File: src/rtl/regfile_pkg.sv
// regfile_pkg: shared parameters for the register file, its write arbiter
// and decode.
//   DW   - data width
//   AW   - register address width
//   NREG - number of architectural registers (2**AW)
//   CW   - width of each per-register outstanding-write counter
//   SRC_ALU / SRC_MEM - writeback source indices used by the round-robin state
package regfile_pkg;

  localparam int DW   = 32;
  localparam int AW   = 5;
  localparam int NREG = 1 << AW;
  localparam int CW   = 2;

  localparam logic SRC_ALU = 1'b0;
  localparam logic SRC_MEM = 1'b1;

endpackage

File: src/rtl/reg_scoreboard.sv
// reg_scoreboard: per-register count of writes that have been issued but not
// yet committed to the register file.
//   clk, rst   - clock; synchronous active-high reset clears every count
//   iss_valid  - decode issuing an instruction with destination iss_addr
//   iss_addr   - destination register of the issuing instruction
//   iss_ready  - low when the destination count is saturated (never for r0)
//   dec_valid  - register file commits a write this edge (registered RW)
//   dec_addr   - register being committed (registered DA)
//   pending    - bit i set while register i has an outstanding write
module reg_scoreboard #(
  parameter int AW = regfile_pkg::AW,
  parameter int CW = regfile_pkg::CW
) (
  input  logic                 clk,
  input  logic                 rst,
  input  logic                 iss_valid,
  input  logic [AW-1:0]        iss_addr,
  output logic                 iss_ready,
  input  logic                 dec_valid,
  input  logic [AW-1:0]        dec_addr,
  output logic [(2**AW)-1:0]   pending
);

  localparam logic [CW-1:0] CNT_MAX  = {CW{1'b1}};
  localparam logic [CW-1:0] CNT_ZERO = {CW{1'b0}};
  localparam logic [CW-1:0] CNT_ONE  = {{(CW-1){1'b0}}, 1'b1};

  logic [(2**AW)-1:0] sat_s;
  logic               inc_s;

  // r0 is never tracked, so it can always accept an issue
  assign iss_ready = !sat_s[iss_addr] || (iss_addr == {AW{1'b0}});
  assign inc_s     = iss_valid && iss_ready && (iss_addr != {AW{1'b0}});

  for (genvar i = 0; i < (2**AW); i++) begin : g_cnt
    logic [CW-1:0] cnt_r;
    logic          inc_hit_s;
    logic          dec_hit_s;

    assign inc_hit_s = inc_s && (iss_addr == AW'(i));
    assign dec_hit_s = dec_valid && (dec_addr == AW'(i));

    // Outstanding-write counter: coincident inc/dec cancel, a decrement of
    // zero is a protocol error and leaves the count at zero
    always_ff @(posedge clk) begin
      if (rst) begin
        cnt_r <= CNT_ZERO;
      end else if (inc_hit_s && !dec_hit_s) begin
        cnt_r <= cnt_r + CNT_ONE;
      end else if (dec_hit_s && !inc_hit_s && (cnt_r != CNT_ZERO)) begin
        cnt_r <= cnt_r - CNT_ONE;
      end else begin
        cnt_r <= cnt_r;
      end
    end

    assign sat_s[i]   = (cnt_r == CNT_MAX);
    assign pending[i] = (cnt_r != CNT_ZERO);
  end

endmodule

File: src/rtl/regfile_write_arbiter.sv
// regfile_write_arbiter: shares the register file's single write port between
// the ALU and load writeback sources and tracks in-flight writes.
//   clk, rst                      - clock; synchronous active-high reset
//   alu_valid/alu_addr/alu_data   - ALU writeback request, alu_ready = grant
//   mem_valid/mem_addr/mem_data   - load writeback request, mem_ready = grant
//   iss_valid/iss_addr/iss_ready  - decode destination issue handshake
//   RW/DA/D_DATA                  - registered register-file write port
//   pending                       - per-register outstanding-write flags
module regfile_write_arbiter
  import regfile_pkg::*;
#(
  parameter int DW = regfile_pkg::DW,
  parameter int AW = regfile_pkg::AW,
  parameter int CW = regfile_pkg::CW
) (
  input  logic                clk,
  input  logic                rst,
  input  logic                alu_valid,
  output logic                alu_ready,
  input  logic [AW-1:0]       alu_addr,
  input  logic [DW-1:0]       alu_data,
  input  logic                mem_valid,
  output logic                mem_ready,
  input  logic [AW-1:0]       mem_addr,
  input  logic [DW-1:0]       mem_data,
  input  logic                iss_valid,
  output logic                iss_ready,
  input  logic [AW-1:0]       iss_addr,
  output logic                RW,
  output logic [AW-1:0]       DA,
  output logic [DW-1:0]       D_DATA,
  output logic [(2**AW)-1:0]  pending
);

  logic          last_r;
  logic          tie_s;
  logic          grant_alu_s;
  logic          grant_mem_s;
  logic [AW-1:0] win_addr_s;
  logic [DW-1:0] win_data_s;

  // Grant selection: a lone request wins outright; on a tie the source that
  // did not win the previous tie is chosen
  always_comb begin
    tie_s       = alu_valid && mem_valid;
    grant_alu_s = 1'b0;
    grant_mem_s = 1'b0;
    win_addr_s  = alu_addr;
    win_data_s  = alu_data;
    if (tie_s) begin
      grant_alu_s = (last_r == SRC_MEM);
      grant_mem_s = (last_r != SRC_MEM);
    end else begin
      grant_alu_s = alu_valid;
      grant_mem_s = mem_valid;
    end
    if (grant_mem_s) begin
      win_addr_s = mem_addr;
      win_data_s = mem_data;
    end else begin
      win_addr_s = alu_addr;
      win_data_s = alu_data;
    end
  end

  assign alu_ready = grant_alu_s;
  assign mem_ready = grant_mem_s;

  // Write-port registers and round-robin state; r0 writes handshake but
  // never raise RW, and DA/D_DATA hold when nothing is granted
  always_ff @(posedge clk) begin
    if (rst) begin
      RW     <= 1'b0;
      DA     <= {AW{1'b0}};
      D_DATA <= {DW{1'b0}};
      last_r <= SRC_MEM;
    end else begin
      if (grant_alu_s || grant_mem_s) begin
        RW     <= (win_addr_s != {AW{1'b0}});
        DA     <= win_addr_s;
        D_DATA <= win_data_s;
      end else begin
        RW     <= 1'b0;
      end
      if (tie_s) begin
        last_r <= grant_alu_s ? SRC_ALU : SRC_MEM;
      end
    end
  end

  // Counts retire on the edge the register file commits, i.e. while RW is high
  reg_scoreboard #(
    .AW (AW),
    .CW (CW)
  ) u_scoreboard (
    .clk       (clk),
    .rst       (rst),
    .iss_valid (iss_valid),
    .iss_addr  (iss_addr),
    .iss_ready (iss_ready),
    .dec_valid (RW),
    .dec_addr  (DA),
    .pending   (pending)
  );

endmodule
File: config.mk
export PLATFORM = sky130hd
export DESIGN_NAME = regfile_write_arbiter
export DESIGN_NICKNAME = d
export VERILOG_FILES = /design/src/rtl/regfile_pkg.sv /design/src/rtl/reg_scoreboard.sv /design/src/rtl/regfile_write_arbiter.sv
export SDC_FILE = /design/constraint.sdc
export NUM_CORES = 1
export LEC_CHECK = 0
export ABC_AREA = 1
export BUFFER_PORTS_ARGS = -buffer_cell sky130_fd_sc_hd__buf_2
export CORE_MARGIN = 2
export CORE_UTILIZATION = 50
export CTS_CLUSTER_DIAMETER = 60
export DETAILED_ROUTE_END_ITERATION = 12
export PLACE_DENSITY = 0.75
export SLEW_MARGIN = 40
export SYNTH_ARGS = -nofsm -noshare
export SYNTH_HDL_FRONTEND = slang
export SYNTH_SLANG_ARGS = --single-unit
File: constraint.sdc
create_clock -name clk -period 2.4 [get_ports clk]
set_input_delay 0.24 -clock clk [delete_from_list [all_inputs] [get_ports clk]]
set_output_delay 0.24 -clock clk [all_outputs]
set_load 0.05 [all_outputs]
; Word-level counts from Yosys, hierarchy flattened
; Cells that the tools add are included.
[word_totals]
ff_bits = 103
[op_classes]
n_reduce_logical = 299
eq_ne = 94
bitwise = 2
order_cmp = 1
n_mux = 71
addsub = 64
[op_table]
columns = operator, n
row1 = logical AND 1 bit, 163
row2 = equality test 5 bit (second input constant), 32
row3 = 2-to-1 mux 2 bit, 64
row4 = nonzero test 2 bit, 64
row5 = equality test 5 x 4 -> 1 bit (second input constant), 16
row6 = zero test 1 bit, 65
row7 = adder 2 x 1 -> 2 bit (second input constant), 32
row8 = equality test 2 bit (second input constant), 32
row9 = subtractor 2 x 1 -> 2 bit (second input constant), 32
row10 = equality test 5 x 3 -> 1 bit (second input constant), 8
row11 = 2-to-1 mux 32 bit, 1
row12 = equality test 5 x 2 -> 1 bit (second input constant), 4
row13 = equality test 5 x 1 -> 1 bit (second input constant), 2
row14 = zero test 5 bit, 2
row15 = nonzero test 5 bit, 2
row16 = < comparator 5 x 6 -> 1 bit (second input constant), 1
row17 = binary-select mux 1 bit (select 5 bit), 1
row18 = 2-to-1 mux 5 bit, 1
row19 = 2-to-1 mux 1 bit, 4
row20 = logical OR 1 bit, 2
row21 = inverter 1 bit, 2
row22 = OR reduction 2 bit, 1

; Depth between registers and ports, before layout
[logic_depth]
ltp_word = 13
depth_mapped = 18
mapped_depth_nobuf = 16

; By module
; A second synthesis with hierarchy kept.
[hier_totals]
cells_unflattened = 1204
area_unflattened_um2 = 6879.1
[modules_own_cells]
columns = mod, area_per_inst_um2, instances, cells_per_inst, seq_area_each_um2
row1 = reg_scoreboard, 5167.5, 1, 971, 1281.2
row2 = regfile_write_arbiter, 1711.6, 1, 233, 780.7

; Least setup slack after synthesis
; Ideal clock, no wire load.
[synth_path]
path_kind = input to register
from = in iss_addr[1]
to = reg u_scoreboard.g_cnt[1].cnt_r[0]
setup_time_ns = 0.117
cell_stages = 16
path_slack_ns = 0.412
n_path_buf = 2
arrival_ns = 1.871
path_cell_list = buf_4 -> inv_2 -> nand2_1 -> nor2_1 -> nand2_1 -> inv_1 -> nor2_1 -> nand3_1 -> nor2_1 -> nor2_1 -> buf_2 -> nand3_1 -> nand2_1 -> nand2_1 -> o21ai_0 -> nor2_1
[synth_between]
elab_chain_len = 11
elab_cells_between_ends = 16
cone_classes = 1 x eq/ne / 3 x mux / 12 x reduce/logical
[synth_lines]
columns = element, line_no
row1 = from (decl), regfile_write_arbiter.sv:28  ; input logic [AW-1:0] iss_addr,
row2 = binary-select mux 1 bit (select 5 bit), reg_scoreboard.sv:32  ; assign iss_ready = !sat_s[iss_addr] || (iss_addr == {AW{1'b0}});
row3 = 2-to-1 mux 1 bit (not written as such), reg_scoreboard.sv:32
row4 = zero test 1 bit, reg_scoreboard.sv:32
row5 = logical OR 1 bit *, reg_scoreboard.sv:32
row6 = net iss_ready, regfile_write_arbiter.sv:27  ; output logic iss_ready,
row7 = logical AND 1 bit * (2 in a row), reg_scoreboard.sv:33  ; assign inc_s = iss_valid && iss_ready && (iss_addr != {AW{1'b0}});
row8 = logical AND 1 bit *, reg_scoreboard.sv:40  ; assign inc_hit_s = inc_s && (iss_addr == AW'(i));
row9 = zero test 1 bit, reg_scoreboard.sv:50  ; end else if (dec_hit_s && !inc_hit_s && (cnt_r != CNT_ZERO)) begin
row10 = logical AND 1 bit (2 in a row), reg_scoreboard.sv:50
row11 = nonzero test 2 bit (no source line), --
row12 = to (signal assigned), reg_scoreboard.sv:49  ; cnt_r <= cnt_r + CNT_ONE;
row13 = to (signal assigned), reg_scoreboard.sv:51  ; cnt_r <= cnt_r - CNT_ONE;
row14 = to (signal assigned), reg_scoreboard.sv:53  ; cnt_r <= cnt_r;
row15 = to (decl), reg_scoreboard.sv:36  ; logic [CW-1:0] cnt_r;
; Mark *: on every way through the listed nets, which the timed path passes. The rest lies on a longest branch. The select of a mux whose other input is x is not followed.
; A chain may end at the register's enable or synchronous reset.

; Worst setup path in the final report
[layout_path]
from = reg u_scoreboard.g_cnt[26].cnt_r[1]
to = out iss_ready
[layout_between]
elab_chain_len = 5
[layout_lines]
columns = element, line_no
row1 = from (decl), reg_scoreboard.sv:36
row2 = from (signal assigned), reg_scoreboard.sv:49
row3 = from (signal assigned), reg_scoreboard.sv:51
row4 = from (signal assigned), reg_scoreboard.sv:53
row5 = equality test 2 bit, reg_scoreboard.sv:57  ; assign sat_s[i] = (cnt_r == CNT_MAX);
row6 = binary-select mux 1 bit (select 5 bit), reg_scoreboard.sv:32
row7 = 2-to-1 mux 1 bit (not written as such), reg_scoreboard.sv:32
row8 = zero test 1 bit, reg_scoreboard.sv:32
row9 = logical OR 1 bit, reg_scoreboard.sv:32
row10 = to (decl), regfile_write_arbiter.sv:27
; Every way passes these cells. The select of a mux whose other input is x is not followed.

==> impl_results.md <==
* Crit share post-route at between 90 and 100%
* DIE AREA at approximately 14000 sq um
* Placed Area at roughly 7700 sq um
* Vias in the first global route at just under 7000
* Initial antenna violation count at 1
* Initial Util at about half
* Worst skew pair latency at around 0.37 ns
* Via Count at 7747
* Share of cells above drive strength 1 at roughly 16%
* Final net count at 1410
* Syn Std Cell Area at between 6000 and 7000 sq um
* Rows at 42
* Total leakage power at 0.00407 uW
* Setup repair bufs after CTS at 0
* Hold Path Stages at 3
* Worst setup SP type: flop
* Synth Area per Inst at between 5 and 6 sq um
* Die W at between 100 and 150 um
* PortBufs at around 160
* Synth Net Count at around 1300
* GR Overflow Total at 0
* Internal at 2780 uW
* Overall Power at between 4000 and 5000 uW
* Worst-Margin Slew at slightly above 0.6 ns
* Clock root cell: clkbuf_16
* Most common cell after layout, fill and taps aside: nand2_1
* TritonRoute pass-1 iters at 5
* Layout fillers at 1343
* Area of the multi-input gates at between 3000 and 4000 sq um
* Placement Setup Slack at about 0.18 ns
* Max-slew violation total from the final report at 0
* Worst setup margin at 0.181 ns
* Synth Warn # at 0
* Pin count of the biggest net entering global routing at slightly above 60
* Slew HR at between 50% and 60%
* Data arrival, critical path at around 2 ns
* Clock sink count at about 100
* Reg2Reg Depth at 13
* Clock skew at roughly 0.012 ns
* Clock slew seen by the registers of the worst setup and hold paths at ~0.080 ns
* Final wirelength at between 15000 and 20000 um
* Htree depth at 3
* Commonest non-fill, non-tap cells in the layout: nand2_1, nor2_1, buf_2
* Gr usage total at between 20% and 30%
* Crit Path Max Fanout at 11
* Die Y at 120 um
* Syn Inst Count at 1176
* CTS tree: done
* # Max-Cap Violations at 0
* P per Cell Area at about 530 nW/um^2
* Via/cell ratio at 5.14
* Num ports at between 150 and 200
* Setup_tns at 0 ns
* Status: finished, final reports clean
* Core Box Area at between 10000 and 15000 sq um
* Crit. End Element: output port
* Register area at just over 2000 sq um
* # hold bufs at CTS at 0
* Fmax at about 450 MHz
* Worst VDD drop at between 0.4 and 0.5 mV
* P&R area growth vs syn at 19.1%
* Sw Ratio at between 30% and 40%
* Final HPWL DP at 15000 um
* Final instance area at ~8000 sq um
* Resize count post-CTS at 0
* Synth cell types at 31
* Crit path required time at roughly 2.2 ns
* Min Tclk post-route at between 2 and 2.5 ns
* Final Setup Violations at 0
* Crit path kind: reg2out
* Reg power frac at a little over two fifths
* Post-DRT Antenna Nets at 0
* Yosys reg bits at 103
* Maximum clock path buffer count at 2
* Endpoints failing hold at 0
* CTS Buf Count at 9
* Avg WL per Cell at between 10 and 15 um
* RSZ-0062 raised after global routing: false
* DRT iter0 DRCs at roughly 600
* Switching power at between 1000 and 1500 uW
* Worst hold path type: in2reg
* First-pass GRT wire length at between 30000 and 40000 um
* Register area share after synthesis at 30.6%
* Clock share of power at a little over a third
* Remaining DRCs at 0
* Placer Congestion at ~1.0
* Antenna fix cells at 0
* Gate power share at 21.1%
path summary, 6_finish.rpt:
check,startpoint,to,slack [ns]
setup / recovery,u_scoreboard.g_cnt[26].cnt_r[1]$_SDFFE_PP0P_,iss_ready,0.18
hold / removal,mem_data[8],D_DATA[8]$_SDFFE_PP0N_,0.14
setup reg to reg,u_scoreboard.g_cnt[26].cnt_r[1]$_SDFFE_PP0P_,u_scoreboard.g_cnt[15].cnt_r[0]$_SDFFE_PP0P_,0.45
hold reg to reg,D_DATA[0]$_SDFFE_PP0N_,D_DATA[0]$_SDFFE_PP0N_,0.48
stage by stage:
stage | util (%) | instances | hold WS [ns]
finish | 60.8 | 1506 | 0.139
global route | 60.8 | 1506 | 0.136
CTS | 60.8 | 1506 | 0.132
detailed placement | 58.5 | 1490 | 0.469
global placement | 58.5 | 1490 | 0.462
floorplan | - | 1176 | 0.401
cell type report:
type,count,area share (%)
clock buffers,10,2.98
clock inverters,6,0.749
inverters,164,7.68
multi-input cells,872,48.5
flip-flops and latches,103,25.7
well taps,176,2.75
repair buffers,175,11.7
synth_stat cells:
cell type | number | area share (%)
buf_2 | 5 | 0.37
nor3_1 | 3 | 0.22
nor2_1 | 242 | 13
a311oi_1 | 1 | 0.13
mux2i_1 | 5 | 0.74
nand2_1 | 331 | 18
o21ai_1 | 15 | 1.1
nand4_1 | 29 | 2.7
nand3b_1 | 17 | 1.9
a21boi_1 | 3 | 0.33
dfxtp_1 | 103 | 31
nand4_2 | 1 | 0.19
o21ai_0 | 24 | 1.8
nand3_1 | 94 | 7.0
inv_2 | 8 | 0.45
nand2_2 | 2 | 0.19
a21oi_1 | 42 | 3.1
nor2_2 | 3 | 0.28
and3_1 | 1 | 0.093
xor2_1 | 1 | 0.13
ha_1 | 1 | 0.19
clkinv_1 | 3 | 0.17
o211ai_1 | 1 | 0.11
nand3_2 | 1 | 0.15
a21boi_0 | 10 | 1.1
buf_1 | 2 | 0.11
nor2_4 | 2 | 0.33
buf_4 | 6 | 0.67
inv_1 | 153 | 8.5
clkbuf_1 | 24 | 1.3
a31oi_1 | 43 | 4.0
flip-flops by register name (all words and copies together), names as in the netlist:
signal	count
RW	1
last_r	1
u_scoreboard.g_cnt.cnt_r	64
DA	5
D_DATA	32
worst max-delay path, cell delays in order (launching register included):
cell     delay (ns)
dfxtp_1        0.33
nand2_1        0.14
nand2_1        0.07
nand2_1        0.06
nand2_1        0.04
nand2_1        0.07
nand2_1        0.07
nand3_1        0.10
nor2_1         0.05
nor2_1         0.17
buf_4          0.23
buf_2          0.28
power groups by stage:
stage / Clock, uW / Combinational, uW / Sequential (uW)
5_1_grt: 1640 / 971 / 1830
3_5_place_dp: 0 / 891 / 1860
4_1_cts: 1540 / 892 / 1820
2_1_floorplan: 0 / 432 / 2050
3_3_place_gp: 0 / 886 / 1860
6_report: 1520 / 895 / 1820
kinds of logic after synthesis:
group                    share of synthesized area [%]
buffers and inverters                             11.6
XOR/XNOR                                         0.130
AO/OA/AOI/OAI                                     11.7
flip-flops                                        30.6
multiplexers                                     0.743
adder cells (fa/ha/maj)                          0.186
AND/OR/NAND/NOR                                   45.0
routing by layer:
layer / track usage [%] / wire, um
met5: 0 / 11
met4: 6.91 / 311
met3: 6.75 / 1400
met2: 46.6 / 9290
met1: 35.1 / 8590
Power figures use the tool's default switching activity.
